**src/rtl/eq_band_scheduler_if.sv**
```systemverilog
// Bus bundle for the EQ band scheduler: sample input, shared-engine
// handshake, per-band/audio results and status flags.
// The slave view belongs to the scheduler; the master view belongs to whatever drives it.
interface eq_band_scheduler_if #(
  parameter int DATA_W = 16
);
  logic                     sample_valid_i;
  logic signed [DATA_W-1:0] sample_i;
  logic [2:0]               band_en_i;
  logic                     clr_i;

  logic                     eng_start_o;
  logic [1:0]               eng_band_o;
  logic signed [DATA_W-1:0] eng_x_o;
  logic                     eng_done_i;
  logic signed [DATA_W-1:0] eng_y_i;
  logic                     eng_abort_o;

  logic signed [DATA_W-1:0] low_o;
  logic signed [DATA_W-1:0] mid_o;
  logic signed [DATA_W-1:0] high_o;
  logic signed [DATA_W-1:0] audio_o;
  logic                     audio_valid_o;
  logic                     busy_o;
  logic                     overrun_o;
  logic                     fault_o;

  modport slave (
    input  sample_valid_i, sample_i, band_en_i, clr_i, eng_done_i, eng_y_i,
    output eng_start_o, eng_band_o, eng_x_o, eng_abort_o,
           low_o, mid_o, high_o, audio_o, audio_valid_o,
           busy_o, overrun_o, fault_o
  );

  modport master (
    output sample_valid_i, sample_i, band_en_i, clr_i, eng_done_i, eng_y_i,
    input  eng_start_o, eng_band_o, eng_x_o, eng_abort_o,
           low_o, mid_o, high_o, audio_o, audio_valid_o,
           busy_o, overrun_o, fault_o
  );
endinterface

```
**src/rtl/eq_band_scheduler.sv**
```systemverilog
// Three-band EQ scheduler: time-shares one filter engine across the
// enabled bands of each sample, then sums the band results with saturation.
module eq_band_scheduler #(
  parameter int DATA_W  = 16,
  parameter int TIMEOUT = 255
) (
  input logic                lmmi_clk_i,
  input logic                reset_n_i,
  eq_band_scheduler_if.slave bus
);

  localparam int               CNT_W = $clog2(TIMEOUT + 1);
  localparam logic [CNT_W-1:0] TMO   = CNT_W'(TIMEOUT);

  typedef enum logic [1:0] {S_IDLE = 2'd0, S_BAND = 2'd1, S_SUM = 2'd2} state_t;

  state_t                   state, state_nxt;
  logic [1:0]               band, band_nxt;
  logic [2:0]               mask_q;
  logic [CNT_W-1:0]         wait_cnt;
  logic signed [DATA_W-1:0] x_q, low_q, mid_q, high_q, audio_q;
  logic                     audio_vld_q, overrun_q, fault_q;
  logic                     accept, drop, start, done_ok, tmo, band_end;
  logic [2:0]               first_nb, next_nb;
  logic signed [DATA_W+1:0] sum_w;

  // Lowest enabled band at index >= lo, returned as {found, index}.
  function automatic logic [2:0] pick_band(input logic [2:0] m, input int lo);
    logic [2:0] r;
    r = 3'b000;
    for (int i = 2; i >= 0; i--) begin
      if (m[i] && i >= lo) r = {1'b1, 2'(i)};
    end
    return r;
  endfunction

  // Clamp the widened sum back to DATA_W: in range only if the top three bits agree.
  function automatic logic signed [DATA_W-1:0] sat(input logic signed [DATA_W+1:0] v);
    if ((v[DATA_W+1:DATA_W-1] == 3'b000) || (v[DATA_W+1:DATA_W-1] == 3'b111))
      return v[DATA_W-1:0];
    else if (v[DATA_W+1])
      return {1'b1, {(DATA_W-1){1'b0}}};
    else
      return {1'b0, {(DATA_W-1){1'b1}}};
  endfunction

  // The start cycle is the only BAND cycle with a zero wait count, so done is
  // only honoured afterwards; done wins over a timeout landing in the same cycle.
  assign accept   = (state == S_IDLE) && bus.sample_valid_i;
  assign drop     = (state != S_IDLE) && bus.sample_valid_i;
  assign start    = (state == S_BAND) && (wait_cnt == '0);
  assign done_ok  = (state == S_BAND) && !start && bus.eng_done_i;
  assign tmo      = (state == S_BAND) && !start && !bus.eng_done_i && (wait_cnt == TMO);
  assign band_end = done_ok || tmo;
  assign first_nb = pick_band(bus.band_en_i, 0);
  assign next_nb  = pick_band(mask_q, int'(band) + 1);
  assign sum_w    = {{2{low_q[DATA_W-1]}},  low_q}
                  + {{2{mid_q[DATA_W-1]}},  mid_q}
                  + {{2{high_q[DATA_W-1]}}, high_q};

  // State register with the current band index.
  always_ff @(posedge lmmi_clk_i or negedge reset_n_i) begin
    if (!reset_n_i) begin
      state <= S_IDLE;
      band  <= 2'd0;
    end else begin
      state <= state_nxt;
      band  <= band_nxt;
    end
  end

  // Next state: walk the enabled bands in ascending order, then SUM for one cycle.
  always_comb begin
    state_nxt = state;
    band_nxt  = band;
    case (state)
      S_IDLE: begin
        if (bus.sample_valid_i) begin
          if (first_nb[2]) begin
            state_nxt = S_BAND;
            band_nxt  = first_nb[1:0];
          end else begin
            state_nxt = S_SUM;
          end
        end
      end
      S_BAND: begin
        if (band_end) begin
          if (next_nb[2]) begin
            band_nxt = next_nb[1:0];
          end else begin
            state_nxt = S_SUM;
          end
        end
      end
      S_SUM:   state_nxt = S_IDLE;
      default: state_nxt = S_IDLE;
    endcase
  end

  // FSM-decoded outputs toward the engine and status.
  always_comb begin
    bus.eng_start_o = start;
    bus.eng_abort_o = tmo;
    bus.eng_band_o  = (state == S_BAND) ? band : 2'd0;
    bus.busy_o      = (state != S_IDLE);
  end

  // Sample latch, band results, wait counter, audio sum and sticky flags.
  always_ff @(posedge lmmi_clk_i or negedge reset_n_i) begin
    if (!reset_n_i) begin
      x_q         <= '0;
      mask_q      <= '0;
      low_q       <= '0;
      mid_q       <= '0;
      high_q      <= '0;
      audio_q     <= '0;
      audio_vld_q <= 1'b0;
      wait_cnt    <= '0;
      overrun_q   <= 1'b0;
      fault_q     <= 1'b0;
    end else begin
      audio_vld_q <= (state == S_SUM);
      if (state == S_SUM) audio_q <= sat(sum_w);
      if (accept) begin
        x_q    <= bus.sample_i;
        mask_q <= bus.band_en_i;
        if (!bus.band_en_i[0]) low_q  <= '0;
        if (!bus.band_en_i[1]) mid_q  <= '0;
        if (!bus.band_en_i[2]) high_q <= '0;
      end
      if (band_end) begin
        case (band)
          2'd0:    low_q  <= done_ok ? bus.eng_y_i : '0;
          2'd1:    mid_q  <= done_ok ? bus.eng_y_i : '0;
          default: high_q <= done_ok ? bus.eng_y_i : '0;
        endcase
      end
      if ((state != S_BAND) || band_end) wait_cnt <= '0;
      else                               wait_cnt <= wait_cnt + CNT_W'(1);
      overrun_q <= drop || (overrun_q && !bus.clr_i);
      fault_q   <= tmo  || (fault_q   && !bus.clr_i);
    end
  end

  assign bus.eng_x_o       = x_q;
  assign bus.low_o         = low_q;
  assign bus.mid_o         = mid_q;
  assign bus.high_o        = high_q;
  assign bus.audio_o       = audio_q;
  assign bus.audio_valid_o = audio_vld_q;
  assign bus.overrun_o     = overrun_q;
  assign bus.fault_o       = fault_q;

endmodule

```
**src/flat_wrapper.sv**
```systemverilog
// flat-port wrapper written by rule: the top's interface ports become plain ports
module eq_band_scheduler_flat 
#(
  parameter int DATA_W  = 16,
  parameter int TIMEOUT = 255
)
  (lmmi_clk_i, reset_n_i, bus_sample_valid_i, bus_sample_i, bus_band_en_i, bus_clr_i, bus_eng_done_i, bus_eng_y_i, bus_eng_start_o, bus_eng_band_o, bus_eng_x_o, bus_eng_abort_o, bus_low_o, bus_mid_o, bus_high_o, bus_audio_o, bus_audio_valid_o, bus_busy_o, bus_overrun_o, bus_fault_o);
  eq_band_scheduler_if #(.DATA_W(DATA_W)) bus_i ();
  input logic lmmi_clk_i;
  input logic reset_n_i;
  input wire logic [$bits(bus_i.sample_valid_i)-1:0] bus_sample_valid_i;
  input wire logic [$bits(bus_i.sample_i)-1:0] bus_sample_i;
  input wire logic [$bits(bus_i.band_en_i)-1:0] bus_band_en_i;
  input wire logic [$bits(bus_i.clr_i)-1:0] bus_clr_i;
  input wire logic [$bits(bus_i.eng_done_i)-1:0] bus_eng_done_i;
  input wire logic [$bits(bus_i.eng_y_i)-1:0] bus_eng_y_i;
  output wire logic [$bits(bus_i.eng_start_o)-1:0] bus_eng_start_o;
  output wire logic [$bits(bus_i.eng_band_o)-1:0] bus_eng_band_o;
  output wire logic [$bits(bus_i.eng_x_o)-1:0] bus_eng_x_o;
  output wire logic [$bits(bus_i.eng_abort_o)-1:0] bus_eng_abort_o;
  output wire logic [$bits(bus_i.low_o)-1:0] bus_low_o;
  output wire logic [$bits(bus_i.mid_o)-1:0] bus_mid_o;
  output wire logic [$bits(bus_i.high_o)-1:0] bus_high_o;
  output wire logic [$bits(bus_i.audio_o)-1:0] bus_audio_o;
  output wire logic [$bits(bus_i.audio_valid_o)-1:0] bus_audio_valid_o;
  output wire logic [$bits(bus_i.busy_o)-1:0] bus_busy_o;
  output wire logic [$bits(bus_i.overrun_o)-1:0] bus_overrun_o;
  output wire logic [$bits(bus_i.fault_o)-1:0] bus_fault_o;
  assign bus_i.sample_valid_i = bus_sample_valid_i;
  assign bus_i.sample_i = bus_sample_i;
  assign bus_i.band_en_i = bus_band_en_i;
  assign bus_i.clr_i = bus_clr_i;
  assign bus_i.eng_done_i = bus_eng_done_i;
  assign bus_i.eng_y_i = bus_eng_y_i;
  assign bus_eng_start_o = bus_i.eng_start_o;
  assign bus_eng_band_o = bus_i.eng_band_o;
  assign bus_eng_x_o = bus_i.eng_x_o;
  assign bus_eng_abort_o = bus_i.eng_abort_o;
  assign bus_low_o = bus_i.low_o;
  assign bus_mid_o = bus_i.mid_o;
  assign bus_high_o = bus_i.high_o;
  assign bus_audio_o = bus_i.audio_o;
  assign bus_audio_valid_o = bus_i.audio_valid_o;
  assign bus_busy_o = bus_i.busy_o;
  assign bus_overrun_o = bus_i.overrun_o;
  assign bus_fault_o = bus_i.fault_o;
  eq_band_scheduler #(.DATA_W(DATA_W), .TIMEOUT(TIMEOUT)) u_core (.lmmi_clk_i(lmmi_clk_i), .reset_n_i(reset_n_i), .bus(bus_i));
endmodule
```
**config.mk**
```make
export PLATFORM = sky130hd
export DESIGN_NAME = eq_band_scheduler_flat
export DESIGN_NICKNAME = d
export VERILOG_FILES = /design/src/rtl/eq_band_scheduler_if.sv /design/src/rtl/eq_band_scheduler.sv /design/src/flat_wrapper.sv
export SDC_FILE = /design/constraint.sdc
export NUM_CORES = 1
export LEC_CHECK = 0
export ABC_CLOCK_PERIOD_IN_PS = 3800
export BUFFER_PORTS_ARGS = -buffer_cell sky130_fd_sc_hd__buf_4
export CAP_MARGIN = 20
export CORE_MARGIN = 2
export CORE_UTILIZATION = 36
export DETAILED_ROUTE_END_ITERATION = 12
export PLACE_DENSITY = 0.66
export SLEW_MARGIN = 20
export SYNTH_ARGS = -nofsm -noshare
export SYNTH_HDL_FRONTEND = slang
export SYNTH_SLANG_ARGS = --single-unit
```
**constraint.sdc**
```tcl
create_clock -name lmmi_clk_i -period 3.8 [get_ports lmmi_clk_i]
set_input_delay 0.38 -clock lmmi_clk_i [delete_from_list [all_inputs] [get_ports lmmi_clk_i]]
set_output_delay 0.38 -clock lmmi_clk_i [all_outputs]
set_load 0.05 [all_outputs]
```
# After elaboration in Yosys (flattened, before gate mapping)
# Cells that the tools add are included.
# word_totals
word_cells	92
output_inout_bits	88
ff_bits	98
# classes
reduce_logical	29
addsub	4
eq_ne	11
mux	33
n_lt_le_gt_ge	3
# op_table
cell	n
$mux W16	15
$ge A1 B32 Y1 const A	1
$ge A2 B32 Y1 const A	1
$ge A3 B32 Y1 const A	1
$add A18 B18 Y18	1
$mux W2	9
$mux W3	6
$add A16 B16 Y17	1
$logic_and A1 B1 Y1	12
$add A8 B1 Y8 const B	1
$eq A8 B8 Y1 const B	1
$logic_not A8 Y1	1
$mux W8	1
$ne A2 B1 Y1 const B	4
$pmux W2 S2	2
$logic_or A1 B1 Y1	5
$reduce_and A5 Y1	1
$eq A2 B1 Y1 const B	2
$logic_not A2 Y1	2
$ne A2 B2 Y1 const B	2
$reduce_bool A2 Y1	2
$add A2 B1 Y3 const B	1
$eq A3 B3 Y1 const B	1
$logic_not A1 Y1	3
4 further kinds	4

# Longest topological paths before layout
# Gate-level depths: netlist of run 1.
# depth
depth_word	9
depth_mapped	21

# Worst setup path before layout of run 1
# No wires, ideal clock.
# synth_timing
path_kind	flip-flop to flip-flop
start	register u_core.low_q[0], in the netlist u_core.bus.low_o[0]
end	register u_core.audio_q[0], in the netlist u_core.bus.audio_o[0]
synth_period_minus_slack_ns	4.220
t_arrival_ns	4.133
stages_incl_launch_ff	21
slack_ns	-0.420
cell_sequence	dfrtp_1 -> ha_1 -> inv_1 -> fa_1 -> nor2b_1 -> o21ai_0 -> a21boi_1 -> o211ai_1 -> a21oi_1 -> o31ai_2 -> a311o_1 -> ha_1 -> clkbuf_1 -> nand2_1 -> nor2_1 -> nand2_1 -> a211o_1 -> a22oi_4 -> buf_2 -> nand2_1 -> o211ai_1
# synth_between
elab_chain_len	5
# synth_lines
item	line	rtl
start: declaration	eq_band_scheduler.sv:21	logic signed [DATA_W-1:0] x_q, low_q, mid_q, high_q, audio_q;
start signal: assignment	eq_band_scheduler.sv:134	2'd0: low_q <= done_ok ? bus.eng_y_i : '0;
$add A16 B16 Y17 (*)	eq_band_scheduler.sv:58	+ {{2{mid_q[DATA_W-1]}}, mid_q}
$add A18 B18 Y18 (*)	eq_band_scheduler.sv:59	+ {{2{high_q[DATA_W-1]}}, high_q};
$eq A3 B3 Y1 / $logic_not A3 Y1 (equally long branches)	eq_band_scheduler.sv:39	if ((v[DATA_W+1:DATA_W-1] == 3'b000) || (v[DATA_W+1:DATA_W-1] == 3'b111))
$logic_or A1 B1 Y1	eq_band_scheduler.sv:39	
$mux W16 (*)	eq_band_scheduler.sv:39	
end signal: assignment	eq_band_scheduler.sv:124	if (state == S_SUM) audio_q <= sat(sum_w);
end: declaration	eq_band_scheduler.sv:21	
# Every way passes the cells marked *; elsewhere a longest branch is shown, timed or not.
# A chain may end at the register's enable or synchronous reset.

# Worst setup path after layout of run 1
# layout_timing
start	register u_core.low_q[0], in the netlist u_core.bus.low_o[0]
end	register u_core.audio_q[8], in the netlist u_core.bus.audio_o[8]
# The elaborated chain is that of the path after synthesis.

==> out/results.tsv, run 1 <==
stage	metric	value	unit
global_routing	initial antenna violation count	0	
placement	HPWL Detailed	12080	um
synthesis	Mapped Nets	711	
placement	Port Buf Inserts	127	
placement	# placed instances	998	
layout	Final Core Density	51.35	%
placement	gpl congestion	0.8673	
synthesis	Ys Warns	0	
sta	Worst Tran Pin Value	1060	ps
global_routing	pin count of the biggest net entering global routing	53	
critical_path	CP required	4080	ps
layout	# nets final	883	
cts	H-tree levels	3	
floorplan	effective utilization at floorplan	36.58	%
floorplan	Core Area	15830	um2
critical_path	critical path class	reg2reg	
routing	drt drc	0	
cts	clock sink count	97	
floorplan	count of boundary I/O pins	128	
layout	Inserted Diodes	0	
sta	Max Clock Skew	7.028	ps
sta	final hold vios	0	
run_status	failing checks	negative setup slack	
min_path	min-delay worst type	in2async	
layout	final instance area	8128	um2
critical_path	crit path max fanout	8	
layout	layout cells sized above 1	33.83	%
run	MaxCap Viol Count	0	
routing	post-DR vias/cell	5.263	
routing	Detail Route Antenna Nets	0	
critical_path	CP Capture Type	flip-flop	
sta	Final WS setup	-42.55	ps
sta	RSZ-0062 raised after global routing	yes	
routing	drt pass-1 iters	4	
routing	WL per Instance	16.15	um
layout	final std cells w/o fill	1026	
synthesis	post-synthesis async set-or-reset flop share	100.0	%
cts	CTS Buffer Depth	2	
run_status	status	finished, violations left	
global_routing	total grt overflow	0	
sta	Rel. slew slack	29.35	%
floorplan	DIE AREA	17120	um2
sta	Pins Over Slew Limit	0	
synthesis	Yosys reg bits	97	
floorplan	die span in x	130.8	um
global_routing	number of global-route vias before repair	5270	
cts	Clock Pin Slew Worst Setup and Hold Paths	70	ps
sta	Setup Viol. Count Final	9	
critical_path	Data arrival, critical path	4120	ps
sta	Final min period	3843	ps
floorplan	Die Y	130.8	um
synthesis	Post-synth EDFFs	0	
sta	final period utilization	101.1	%
global_routing	first-pass GRT wire length	26880	um
routing	1st-iter DRT viols	286	
critical_path	Worst setup SP type	flip-flop	
floorplan	Site Rows	46	
cts	cts bufs inserted	9	
cts	Root Buffer	clkbuf_16	
cts	hold_buf cts	0	
sta	f_max	260.2	MHz
placement	area post-placement	7397	um2
synthesis	Gate Count Post-Synth	633	
routing	vias	5400	
cts	CTS tree	yes	
synthesis	distinct cell type count after synthesis	62	
synthesis	dominant synthesized flop cell	dfrtp_1	
synthesis	sequential fraction of the synthesis area	41.92	%
routing	Total Routed Length	16570	um
sta	Hold Slack	36.52	ps
cts	clk_lat worst skew	360	ps
synthesis	Post-Syn Area	5791	um2
global_routing	GRT Resource Usage Total	19.99	%
synthesis	Avg Cell Area, Syn	9.148	um2
layout	Area growth syn-to-layout	40.36	%
placed cells by master, fill, tap and decap left out, types with 4 or more instances in the layout:
master     instances
buf_4            180
nor3_2             9
o21bai_1           4
o211ai_1           5
a21o_1            11
ha_1              32
nor2_1            44
dfrtp_1           87
a21oi_1           23
xnor2_1           12
o21a_1             5
buf_12             5
xor2_1            14
dfrtp_2           10
nor3_1            12
o21ai_1           31
nor2b_1            4
nand3_1           15
a22o_1            50
o21ai_2            6
a21oi_2            7
and3_1             7
bufinv_16          5
clkbuf_16         10
nand2b_1           6
nand2_1           96
inv_1             21
a211oi_1           5
a31oi_1            4
o21ai_0           14
and2_1             6
flip-flops by register name, summed over array words and instances, names as in the netlist:
name	count
u_core.wait_cnt	8
u_core.state	2
u_core.bus.audio_valid_o	1
u_core.bus.low_o	16
u_core.bus.overrun_o	1
u_core.bus.eng_x_o	16
u_core.bus.audio_o	16
u_core.mask_q	2
u_core.bus.mid_o	16
u_core.band	2
u_core.bus.high_o	16
u_core.bus.fault_o	1
per-stage QoR:
step / setup slack (ps) / setup TNS [ps]
after floorplan: -31.31 / -287.9
after global placement: -115.9 / -1334
after detailed placement: -201.3 / -2489
after CTS: -58.72 / -161.8
after global routing: -354.7 / -4824
final: -42.55 / -240.5
critical path, stage by stage (launching register included):
cell	delay, ps
dfrtp_2	380
ha_4	140
inv_2	40
fa_2	340
nor2b_2	130
o21ai_2	80
a21boi_2	160
o211ai_1	160
a21oi_2	250
nor3_2	80
xnor2_2	140
ha_1	310
a21o_1	190
a31oi_1	170
o21ai_2	100
a221o_2	420
buf_12	170
nor3_1	270
o21ai_1	100
o21ai_1	150
metal layers:
layer	GRT usage, %	vias up	part of all wire, %
met5	0	-	0
met4	5.569	0	1.9
met3	4.520	25	6.6
met2	32.32	164	46
met1	27.08	2577	46
li1	-	2634	-
final timing paths:
| check | startpoint | end | slack [ps] | cells after the start |
|---|---|---|---|---|
| max | u_core.bus.low_o[0] | u_core.bus.audio_o[8] | -40 | 19 |
| min | reset_n_i | u_core.bus.audio_o[14] | 40 | 1 |
| max reg2reg | u_core.bus.low_o[0] | u_core.bus.audio_o[8] | -40 | 19 |
| min reg2reg | u_core.mask_q[2] | u_core.mask_q[2] | 470 | 2 |
| max in group asynchronous | reset_n_i | u_core.bus.low_o[2] | 3070 | 2 |
| min in group lmmi_clk_i | bus_sample_i[12] | u_core.bus.eng_x_o[12] | 210 | 3 |
cell families after synthesis:
logic type | after synthesis | synth area share (%)
AND/OR/NAND/NOR | 223 | 17.50
XOR/XNOR | 27 | 4.084
multiplexers | 3 | 0.5618
AO/OA/AOI/OAI | 196 | 23.98
flip-flops | 97 | 41.92
adder cells (fa/ha/maj) | 38 | 8.470
buffers and inverters | 49 | 3.479
Yosys cell counts, types with 6 or more instances:
library cell / count / area (um2)
clkbuf_1: 15 / 56.30
a21o_1: 11 / 82.58
dfrtp_1: 97 / 2427
o21ai_1: 32 / 160.2
and3_1: 7 / 43.79
nand2_1: 98 / 367.9
a21oi_1: 29 / 145.1
nand3_1: 16 / 80.08
buf_2: 8 / 40.04
inv_1: 22 / 82.58
a211oi_1: 8 / 60.06
a22o_1: 50 / 437.9
ha_1: 36 / 450.4
and2_1: 7 / 43.79
xnor2_1: 13 / 113.9
nor3_1: 20 / 100.1
o21ai_0: 17 / 85.08
nand2b_1: 6 / 37.54
xor2_1: 14 / 122.6
nor2_1: 46 / 172.7
area by class of cell:
class / instances / area [um2]
Clock buffer: 11 / 242.7
Clock inverter: 5 / 150.1
Fill cell: 1468 / 7700
Inverter: 23 / 86.33
Multi-Input combinational cell: 487 / 3435
Sequential cell: 97 / 2440
Tap cell: 216 / 270.3
Timing Repair Buffer: 187 / 1504
timing repair:
action / 4_1_cts / 5_1_grt
setup endpoints to repair: 16 / 16
buffers inserted: 6 / 4
gates cloned: 1 / 1
pin swaps: 14 / 26
gates resized for setup: 14 / 27
Power of run 1 is left out: the tool's default activity adds up to more than one toggle a clock period on the data nets, which glitch-free logic cannot reach.
==> inputs of run 2 (changes only) <==
--- a/config.mk
+++ b/config.mk
@@ -12,6 +12,8 @@
 export CORE_UTILIZATION = 36
 export DETAILED_ROUTE_END_ITERATION = 12
 export PLACE_DENSITY = 0.66
+export RECOVER_POWER = 100
+export SETUP_SLACK_MARGIN = 0.4
 export SLEW_MARGIN = 20
 export SYNTH_ARGS = -nofsm -noshare
 export SYNTH_HDL_FRONTEND = slang
==> run 2 against run 1 <==
Against the previous run:
- worst setup slack got worse by 86 ps
- clock skew about the same
- critical endpoint is now u_core.bus.audio_o[12]
- critical path type unchanged
- non-clock buffer count down 7
- highest routed layer unchanged
- the run ends with max-capacitance violations, max-slew violations, negative setup slack left
- largest cell class unchanged
==> out/results.tsv, run 2 (synthesized netlist as in run 1, its figures left out) <==
stage	metric	value	unit	change
layout	layout cells sized above 1	20.92	%	-13 points
cts	CTS tree	yes		
sta	Pins Over Slew Limit	101		+101
placement	gpl congestion	0.8469		-2.4%
placement	# placed instances	993		-0.50%
cts	CTS Buffer Depth	2		unchanged
global_routing	number of global-route vias before repair	5215		-1.0%
sta	final period utilization	103.4	%	+2.3 points
sta	final hold vios	0		unchanged
layout	final std cells w/o fill	1019		-0.68%
sta	Final min period	3928	ps	+85.90 ps
critical_path	crit path max fanout	11		+3
min_path	min-delay worst type	in2reg		
placement	Port Buf Inserts	127		unchanged
sta	Setup Viol. Count Final	15		+6
global_routing	GRT Resource Usage Total	19.85	%	-0.14 points
global_routing	initial antenna violation count	0		unchanged
floorplan	Die Y	130.8	um	unchanged
routing	drt pass-1 iters	4		unchanged
floorplan	DIE AREA	17120	um2	unchanged
cts	cts bufs inserted	9		unchanged
run	MaxCap Viol Count	2		+2
floorplan	count of boundary I/O pins	128		unchanged
critical_path	CP Capture Type	flip-flop		
cts	clock sink count	97		unchanged
layout	Area growth syn-to-layout	31.27	%	
cts	Root Buffer	clkbuf_16		
sta	Worst Tran Pin Value	2124	ps	+1064 ps
floorplan	Site Rows	46		unchanged
run_status	status	finished, violations left		
sta	f_max	254.6	MHz	-2.2%
routing	Total Routed Length	16750	um	+1.1%
routing	WL per Instance	16.44	um	+1.8%
floorplan	Core Area	15830	um2	unchanged
floorplan	die span in x	130.8	um	unchanged
sta	RSZ-0062 raised after global routing	yes		
global_routing	first-pass GRT wire length	26480	um	-1.5%
sta	Final WS setup	-128.4	ps	-85.90 ps
layout	most common cell after layout, fill and taps aside	nand2_1		
sta	Rel. slew slack	-41.57	%	-71 points
routing	Detail Route Antenna Nets	0		unchanged
global_routing	total grt overflow	0		unchanged
run_status	failing checks	max-capacitance violations, max-slew violations, negative setup slack		
routing	vias	5345		-1.0%
critical_path	critical path class	reg2reg		
cts	Clock Pin Slew Worst Setup and Hold Paths	70	ps	about the same
cts	H-tree levels	3		unchanged
cts	hold_buf cts	0		unchanged
sta	Max Clock Skew	6.781	ps	-0.2471 ps
placement	HPWL Detailed	12060	um	-0.21%
critical_path	CP required	4090	ps	about the same
layout	most frequent cells in the layout	96 x nand2_1, 90 x clkbuf_1, 87 x dfrtp_1		
layout	# nets final	876		-0.79%
cts	clk_lat worst skew	360	ps	about the same
routing	drt drc	0		unchanged
routing	post-DR vias/cell	5.245		-0.34%
critical_path	Worst setup SP type	flip-flop		
critical_path	Data arrival, critical path	4220	ps	+100 ps
layout	Inserted Diodes	0		unchanged
routing	1st-iter DRT viols	269		-5.9%
floorplan	effective utilization at floorplan	36.58	%	unchanged
sta	Setup TNS	-1095	ps	-854.1 ps
global_routing	pin count of the biggest net entering global routing	84		+58%
==> run 2: layout make-up <==
cell class | count | area (um2)
Inverter | 23 | 86.33
Tap cell | 216 | 270.3
Fill cell | 1601 | 8227
Clock inverter | 7 | 78.83
Multi-Input combinational cell | 487 | 3379
Clock buffer | 9 | 225.2
Timing Repair Buffer | 180 | 1121
Sequential cell | 97 | 2440
==> run 2: critical path, cell delays in order, from the launching register on <==
cell and delay [ps]:
dfrtp_2 390, ha_4 140, inv_2 30, fa_2 330, nor2b_1 140, o21ai_2 80, a21boi_2 140, o211ai_1 150
a21oi_2 250, o31ai_4 80, buf_4 140, xnor2_1 170, ha_1 270, a21o_1 170, a21oi_2 210, nor2_1 60
a221o_2 380, buf_4 170, clkbuf_16 160, nor3_2 150, o21ai_1 70, o21ai_1 150
==> run 2: final timing paths <==
path,start,cells after the start,slack (ps),endpoint
max reg2reg,u_core.bus.low_o[0],21,-130,u_core.bus.audio_o[12]
min reg2reg,u_core.bus.eng_x_o[15],2,470,u_core.bus.eng_x_o[15]
max,u_core.bus.low_o[0],21,-130,u_core.bus.audio_o[12]
min,bus_sample_i[15],3,210,u_core.bus.eng_x_o[15]
min in group asynchronous,reset_n_i,1,600,u_core.bus.audio_valid_o
max in group asynchronous,reset_n_i,2,1600,u_core.bus.audio_o[15]
==> run 2: repair_timing <==
action	4_1_cts	5_1_grt
pin swaps	12	16
gates cloned	0	3
endpoints found under the setup margin	16	16
endpoints found under the hold margin	0	0
buffers inserted	2	5
resized for setup	19	17
==> run 2: stage by stage <==
stage	hold WS, ps	instance area (um2)	setup slack (ps)	utilization [%]
after floorplan	84.41	5902	-31.93	-
final	206.7	7601	-128.4	48.02
after global routing	204.1	7601	-353.3	48.02
after global placement	450.0	7347	-76.95	46.42
after CTS	198.2	7760	-83.70	49.03
after detailed placement	455.1	7347	-181.0	46.42
==> run 2: layer usage <==
layer  part of all wire, %  track usage (%)  up-vias
li1                      -                -     2613
met1                    46            26.92     2574
met2                    47            31.83      144
met3                   5.8            4.601       14
met4                   1.0            5.757        0
met5                     0                0        -
Power of run 2 is left out for the same reason.
